==> src/rtl/pipe_ctrl.sv <==
// Sequencer beside the 5-stage mips32 pipeline: program load, run/halt control,
// RAW-hazard stalls from a destination scoreboard and wrong-path squash on taken branches.
//
// state  | meaning
// IDLE   | waiting for load_start / run_start
// LOAD   | accepting program words into instruction memory
// RUN    | pipeline executing; hazards stall, taken branches squash
// DRAIN  | HALT seen; fetch frozen until in-flight writers retire
// HALTED | run finished (done or timeout), flags and counters held
module pipe_ctrl #(
    parameter int          IMEM_AW    = 10,
    parameter int          SB_DEPTH   = 4,
    parameter logic [31:0] MAX_CYCLES = 32'hFFFFF,
    parameter logic [5:0]  HALT_OP    = 6'b111111
) (
    input  logic               clk,
    input  logic               rst,
    input  logic               load_start,
    input  logic               prog_valid,
    output logic               prog_ready,
    input  logic [31:0]        prog_data,
    input  logic               prog_last,
    input  logic               run_start,
    input  logic [31:0]        id_ir,
    input  logic               ex_taken,
    output logic               imem_we,
    output logic [IMEM_AW-1:0] imem_waddr,
    output logic [31:0]        imem_wdata,
    output logic               pc_clr,
    output logic               pc_en,
    output logic               ifid_en,
    output logic               ifid_flush,
    output logic               idex_flush,
    output logic               busy,
    output logic               done,
    output logic               timeout,
    output logic               load_full,
    output logic [31:0]        cycle_cnt,
    output logic [15:0]        stall_cnt
);

    typedef enum logic [2:0] {
        S_IDLE,
        S_LOAD,
        S_RUN,
        S_DRAIN,
        S_HALTED
    } state_t;

    state_t                     state_q, state_d;
    logic [IMEM_AW-1:0]         wptr_q, wptr_d;
    logic                       load_full_q, load_full_d;
    logic                       done_q, done_d;
    logic                       timeout_q, timeout_d;
    logic [31:0]                cycle_cnt_q, cycle_cnt_d;
    logic [15:0]                stall_cnt_q, stall_cnt_d;
    logic                       id_vld_q, id_vld_d;
    logic [SB_DEPTH-1:0]        sb_v_q, sb_v_d;
    logic [SB_DEPTH-1:0][4:0]   sb_rd_q, sb_rd_d;

    logic [5:0] op;
    logic [4:0] rd, rs1, rs2;
    logic       is_halt, writes_rd, use_rs1, use_rs2, use_rd;
    logic       hazard_raw, hazard, sb_empty;
    logic       issue, sb_shift;
    logic       unused_ir;

    assign op        = id_ir[31:26];
    assign rd        = id_ir[25:21];
    assign rs1       = id_ir[20:16];
    assign rs2       = id_ir[15:11];
    assign unused_ir = ^id_ir[10:0];

    assign is_halt   = (op == HALT_OP);
    assign writes_rd = ~op[5] | (op == 6'b110000);
    assign use_rs1   = ~is_halt;
    assign use_rs2   = ~op[5] & ~op[4];
    assign use_rd    = (op == 6'b110001);

    // No forwarding: any in-flight writer of a source register blocks issue.
    always_comb begin
        hazard_raw = 1'b0;
        for (int i = 0; i < SB_DEPTH; i++) begin
            if (sb_v_q[i]) begin
                if (use_rs1 && sb_rd_q[i] == rs1) hazard_raw = 1'b1;
                if (use_rs2 && sb_rd_q[i] == rs2) hazard_raw = 1'b1;
                if (use_rd  && sb_rd_q[i] == rd)  hazard_raw = 1'b1;
            end
        end
    end

    assign hazard   = id_vld_q & hazard_raw;
    assign sb_empty = ~|sb_v_q;

    always_comb begin
        state_d     = state_q;
        wptr_d      = wptr_q;
        load_full_d = load_full_q;
        done_d      = done_q;
        timeout_d   = timeout_q;
        cycle_cnt_d = cycle_cnt_q;
        stall_cnt_d = stall_cnt_q;
        id_vld_d    = id_vld_q;
        sb_v_d      = sb_v_q;
        sb_rd_d     = sb_rd_q;
        prog_ready  = 1'b0;
        imem_we     = 1'b0;
        imem_waddr  = '0;
        imem_wdata  = '0;
        pc_clr      = 1'b0;
        pc_en       = 1'b0;
        ifid_en     = 1'b0;
        ifid_flush  = 1'b0;
        idex_flush  = 1'b0;
        issue       = 1'b0;
        sb_shift    = 1'b0;

        case (state_q)
            S_IDLE, S_HALTED: begin
                if (load_start) begin
                    state_d     = S_LOAD;
                    wptr_d      = '0;
                    load_full_d = 1'b0;
                end else if (run_start) begin
                    state_d     = S_RUN;
                    pc_clr      = 1'b1;
                    cycle_cnt_d = '0;
                    stall_cnt_d = '0;
                    done_d      = 1'b0;
                    timeout_d   = 1'b0;
                    id_vld_d    = 1'b0;
                    sb_v_d      = '0;
                    sb_rd_d     = '0;
                end
            end

            S_LOAD: begin
                prog_ready = 1'b1;
                if (prog_valid) begin
                    imem_we    = 1'b1;
                    imem_waddr = wptr_q;
                    imem_wdata = prog_data;
                    wptr_d     = wptr_q + 1'b1;
                    if (prog_last) begin
                        state_d = S_IDLE;
                    end else if (wptr_q == {IMEM_AW{1'b1}}) begin
                        state_d     = S_IDLE;
                        load_full_d = 1'b1;
                    end
                end
            end

            S_RUN: begin
                sb_shift = 1'b1;
                if (cycle_cnt_q == MAX_CYCLES) begin
                    state_d   = S_HALTED;
                    timeout_d = 1'b1;
                end else begin
                    cycle_cnt_d = cycle_cnt_q + 32'd1;
                    if (ex_taken) begin
                        // Anything in IF/ID (including a HALT) is wrong-path here.
                        ifid_flush = 1'b1;
                        idex_flush = 1'b1;
                        pc_en      = 1'b1;
                    end else if (hazard) begin
                        idex_flush = 1'b1;
                        if (stall_cnt_q != 16'hFFFF) stall_cnt_d = stall_cnt_q + 16'd1;
                    end else if (id_vld_q && is_halt) begin
                        ifid_flush = 1'b1;
                        idex_flush = 1'b1;
                        state_d    = S_DRAIN;
                    end else begin
                        pc_en   = 1'b1;
                        ifid_en = 1'b1;
                        issue   = id_vld_q;
                    end
                    if (ifid_flush)   id_vld_d = 1'b0;
                    else if (ifid_en) id_vld_d = 1'b1;
                end
            end

            S_DRAIN: begin
                sb_shift    = 1'b1;
                idex_flush  = 1'b1;
                cycle_cnt_d = cycle_cnt_q + 32'd1;
                if (sb_empty) begin
                    state_d = S_HALTED;
                    done_d  = 1'b1;
                end
            end

            default: state_d = S_IDLE;
        endcase

        if (sb_shift) begin
            for (int i = SB_DEPTH - 1; i > 0; i--) begin
                sb_v_d[i]  = sb_v_q[i-1];
                sb_rd_d[i] = sb_rd_q[i-1];
            end
            sb_v_d[0]  = issue & writes_rd;
            sb_rd_d[0] = issue ? rd : 5'd0;
        end
    end

    always_ff @(posedge clk) begin
        if (rst) begin
            state_q     <= S_IDLE;
            wptr_q      <= '0;
            load_full_q <= 1'b0;
            done_q      <= 1'b0;
            timeout_q   <= 1'b0;
            cycle_cnt_q <= '0;
            stall_cnt_q <= '0;
            id_vld_q    <= 1'b0;
            sb_v_q      <= '0;
            sb_rd_q     <= '0;
        end else begin
            state_q     <= state_d;
            wptr_q      <= wptr_d;
            load_full_q <= load_full_d;
            done_q      <= done_d;
            timeout_q   <= timeout_d;
            cycle_cnt_q <= cycle_cnt_d;
            stall_cnt_q <= stall_cnt_d;
            id_vld_q    <= id_vld_d;
            sb_v_q      <= sb_v_d;
            sb_rd_q     <= sb_rd_d;
        end
    end

    assign busy      = (state_q == S_LOAD) || (state_q == S_RUN) || (state_q == S_DRAIN);
    assign done      = done_q;
    assign timeout   = timeout_q;
    assign load_full = load_full_q;
    assign cycle_cnt = cycle_cnt_q;
    assign stall_cnt = stall_cnt_q;

endmodule
==> config.mk <==
export PLATFORM = sky130hd
export DESIGN_NAME = pipe_ctrl
export DESIGN_NICKNAME = d
export VERILOG_FILES = /design/src/rtl/pipe_ctrl.sv
export SDC_FILE = /design/constraint.sdc
export NUM_CORES = 1
export LEC_CHECK = 0
export CORE_MARGIN = 2
export CORE_UTILIZATION = 38
export DETAILED_ROUTE_END_ITERATION = 10
export PLACE_DENSITY = 0.68
export SYNTH_ARGS = -nofsm -noshare
export SYNTH_HDL_FRONTEND = slang
export SYNTH_SLANG_ARGS = --single-unit
==> constraint.sdc <==
create_clock -name clk -period 3.9 [get_ports clk]
set_clock_uncertainty 0.2 [all_clocks]
set_input_delay 0.39 -clock clk [delete_from_list [all_inputs] [get_ports clk]]
set_output_delay 0.39 -clock clk [all_outputs]
set_load 0.005 [all_outputs]
==> qor.csv <==
stage;metric;value;unit
yosys;synth-edff-count;0;
drt;num_vias;5075;
finish;finalCoreUtilization;54.1;%
setup_path;critPathLaunchType;input port;
clocking;cts_tree;yes;
outcome;status;completed;
finish;stdcell_count;961;
global_routing;overflow;0;
sta;final.setup.tns;0;ns
sta;rsz0062_at_grt;no;
finish;num_antenna_cells;0;
global_routing;grt_max_degree;39;
yosys;ys_ff_latch;89;
placed_design;gp_congestion;0.945;
yosys;synth_fa_ha_area_share;0.717;%
yosys;synth_xor_area_share;15.6;%
drt;drtIter0Drc;201;
clocking;clk_pin_slew;0.06;ns
job;max_cap_viol_count;0;
yosys;ys_seq_area_share;34.0;%
finish;nets;857;
clocking;cts-root-buf;clkbuf_16;
sta;slew_viol_final;0;
worst_hold_path;min-delay-start;timeout$_SDFFE_PP0P_;
finish;drive_above_1_share;6.24;%
clocking;numClockSinks;89;
yosys;synthArstFlopShare;0;%
yosys;synth-simple-area-share;31.3;%
floorplan;die_x;121;µm
setup_path;arrival;3.08;ns
global_routing;grt_pass1_vias;4805;
clocking;htreeDepth;3;
yosys;synthFlopType;dfxtp_1;
yosys;netlist_instances;654;
drt;ant_nets;0;
clocking;clk_latency;0.33;ns
power;power_leakage;0.00270;µW
setup_path;critPathCaptureType;output port;
clocking;numCtsBuffers;9;
global_routing;grt_pass1_wl;23200;µm
clocking;cts_setup_buffers;0;
floorplan;core;0.0133;mm²
placed_design;dp_hpwl;11500;µm
global_routing;antenna_found_initial;0;
yosys;synth-compound-area-share;11.2;%
setup_path;worstRegToRegCells;10;
setup_path;worstReg2RegEnd;wptr_q[9]$_SDFFE_PP0P_;
drt;routedWlPerCell;15.3;µm
yosys;yosysUniqueCellTypes;60;
sta;period_share;94.0;%
setup_path;crit_required;3.31;ns
power;power.density;349;mW/mm²
placed_design;dp_cells;948;
finish;syn_to_final_growth;37.9;%
drt;drc_errors;0;
yosys;avgSynthCellArea;8.00;µm²
drt;drt-pass1-iter-count;4;
floorplan;ios;172;
global_routing;track_usage;19.5;%
placed_design;port_buffers;160;
power;totalPowerFinal;2520;µW
worst_hold_path;hold_path.class;reg2reg;
floorplan;die-area;0.0147;mm²
setup_path;critPathKind;in2out;
setup_path;crit_path_max_fanout;5;
yosys;synth_mux_area_share;1.55;%
sta;max_freq;273;MHz
power;ir_worst_vdd;250;µV
floorplan;placementRows;42;
sta;period_minus_slack;3.67;ns
sta;finalSetupViolCount;0;
yosys;syn_nets;728;
floorplan;fp.dieH;121;µm
yosys;syn_area;0.00523;mm²
floorplan;start_util;39.2;%
sta;hold_ws;0.276;ns
drt;avgViaCountPerCell;5.28;
sta;hold_viol;0;
drt;routed_wl;14700;µm
setup_path;r2r_start;state_q[0]$_SDFFE_PP0P_;
yosys;synth_top_family_by_area;simple AND/OR/NAND/NOR gates;
worst_hold_path;whs_path_depth;2;
sta;relSlewSlack;62.0;%
yosys;yosysWarningCount;0;
setup_path;r2r_slack;0.94;ns
clocking;cts_buffer_depth;2;
worst_hold_path;min_to;timeout$_SDFFE_PP0P_;
sta;tightest_slew;0.568;ns
==> synthesized netlist by cell type (3+ instances only) <==
| master | number | area (µm²) |
|---|---|---|
| nor4b_1 | 3 | 26.3 |
| buf_1 | 5 | 18.8 |
| buf_2 | 6 | 30.0 |
| and2_1 | 3 | 18.8 |
| xor2_1 | 39 | 342 |
| a31o_2 | 5 | 43.8 |
| nor2b_1 | 4 | 25.0 |
| clkbuf_1 | 35 | 131 |
| and3_1 | 57 | 357 |
| or3_1 | 13 | 81.3 |
| inv_1 | 13 | 48.8 |
| nand2b_1 | 3 | 18.8 |
| o21ai_0 | 15 | 75.1 |
| ha_1 | 3 | 37.5 |
| and4_1 | 5 | 43.8 |
| xnor2_1 | 54 | 473 |
| nand3_1 | 43 | 215 |
| a21oi_1 | 41 | 205 |
| nor3_1 | 5 | 25.0 |
| dfxtp_1 | 89 | 1780 |
| mux2i_1 | 7 | 70.1 |
| nand4_1 | 24 | 150 |
| clkbuf_2 | 7 | 35.0 |
| nor4_1 | 11 | 68.8 |
| nand2_1 | 53 | 199 |
| nor2_1 | 63 | 236 |
| a22o_1 | 6 | 52.6 |
| o211ai_1 | 3 | 22.5 |
==> worst max-delay path, stage by stage <==
cell             delay, ns
clkdlybuf4s50_1       0.65
xor2_1                0.17
nor3_1                0.06
and4_1                0.17
o31ai_1               0.30
nand2_1               0.12
or3_4                 0.39
a211oi_1              0.26
clkdlybuf4s50_1       0.56
==> layout by cell type, fill, tap and decap left out, types with 3 or more instances in the layout <==
master,netlist,layout
and4_1,5,5
nor2_1,63,63
nor3_1,5,5
clkbuf_16,0,9
ha_1,3,3
nor4_1,11,11
o211ai_1,3,3
nand3_1,43,43
inv_1,13,13
buf_4,0,13
nand4_1,24,24
nor2b_1,4,4
and3_1,57,57
clkdlybuf4s50_1,0,158
a22o_1,6,6
a31o_2,5,5
and2_1,3,3
nor4b_1,3,3
mux2i_1,7,7
o21ai_0,15,13
xor2_1,39,39
dfxtp_1,89,89
xnor2_1,54,54
nand2b_1,3,3
or3_1,13,13
a21oi_1,41,41
nand2_1,53,53
==> cells by family after synthesis <==
| logic type | after synthesis |
|---|---|
| AND/OR/NAND/NOR | 303 |
| buffers and inverters | 69 |
| flip-flops | 89 |
| multiplexers | 8 |
| AO/OA/AOI/OAI | 89 |
| adder cells (fa/ha/maj) | 3 |
| XOR/XNOR | 93 |
==> cell type report <==
| type | count | area, µm² |
|---|---|---|
| Inverter | 14 | 53.8 |
| Fill cell | 1202 | 6130 |
| Tap cell | 176 | 220 |
| Sequential cell | 89 | 1780 |
| Clock inverter | 3 | 68.8 |
| Clock buffer | 10 | 229 |
| Timing Repair Buffer | 173 | 1700 |
| Multi-Input combinational cell | 496 | 3160 |
==> metal layers <==
| layer | GRT usage [%] | routed length, µm | vias to the layer above | share of wire (%) |
|---|---|---|---|---|
| met1 | 22.7 | 6090 | 2375 | 41 |
| met4 | 5.89 | 223 | 0 | 1.5 |
| met2 | 35.6 | 7440 | 156 | 51 |
| li1 | - | - | 2528 | - |
| met3 | 4.23 | 954 | 16 | 6.5 |
| met5 | 0 | 0 | - | 0 |
==> state kept, by name, indices dropped and copies added, names as in the netlist, 3 cells and up <==
name	count
wptr_q	10
cycle_cnt	32
state_q	3
sb_v_q	4
sb_rd_q	20
stall_cnt	16
==> worst max-delay path by stage <==
stage / startpoint / end / slack (ns) / cells after the start
6_report: id_ir[22] / ifid_en / 0.23 / 9
5_1_grt: id_ir[25] / ifid_en / 0.002 / 9
4_1_cts: id_ir[30] / ifid_en / 0.17 / 10
3_5_place_dp: id_ir[30] / ifid_en / 0.19 / 10
3_3_place_gp: id_ir[30] / ifid_en / 0.23 / 10
2_1_floorplan: id_ir[27] / stall_cnt[7]$_SDFFE_PP0P_ / 1.40 / 8
==> power by group <==
group | total (µW) | internal, µW | switching, µW
Combinational | 669 | 313 | 357
Sequential | 961 | 930 | 30.7
Clock | 889 | 552 | 337
Total | 2520 | 1790 | 724
==> what timing repair did <==
action | 4_1_cts | 5_1_grt
resized for setup | 0 | 4
endpoints found under the setup margin | 0 | 1
hold buffers | 0 | 0
==> stage by stage <==
step / cell area, µm² / setup slack [ns]
after floorplan: 5230 / 1.40
after global placement: 6920 / 0.231
after detailed placement: 6920 / 0.185
after CTS: 7210 / 0.170
after global routing: 7220 / 0.00153
final: 7220 / 0.234
(Power assumes the default switching activity.)
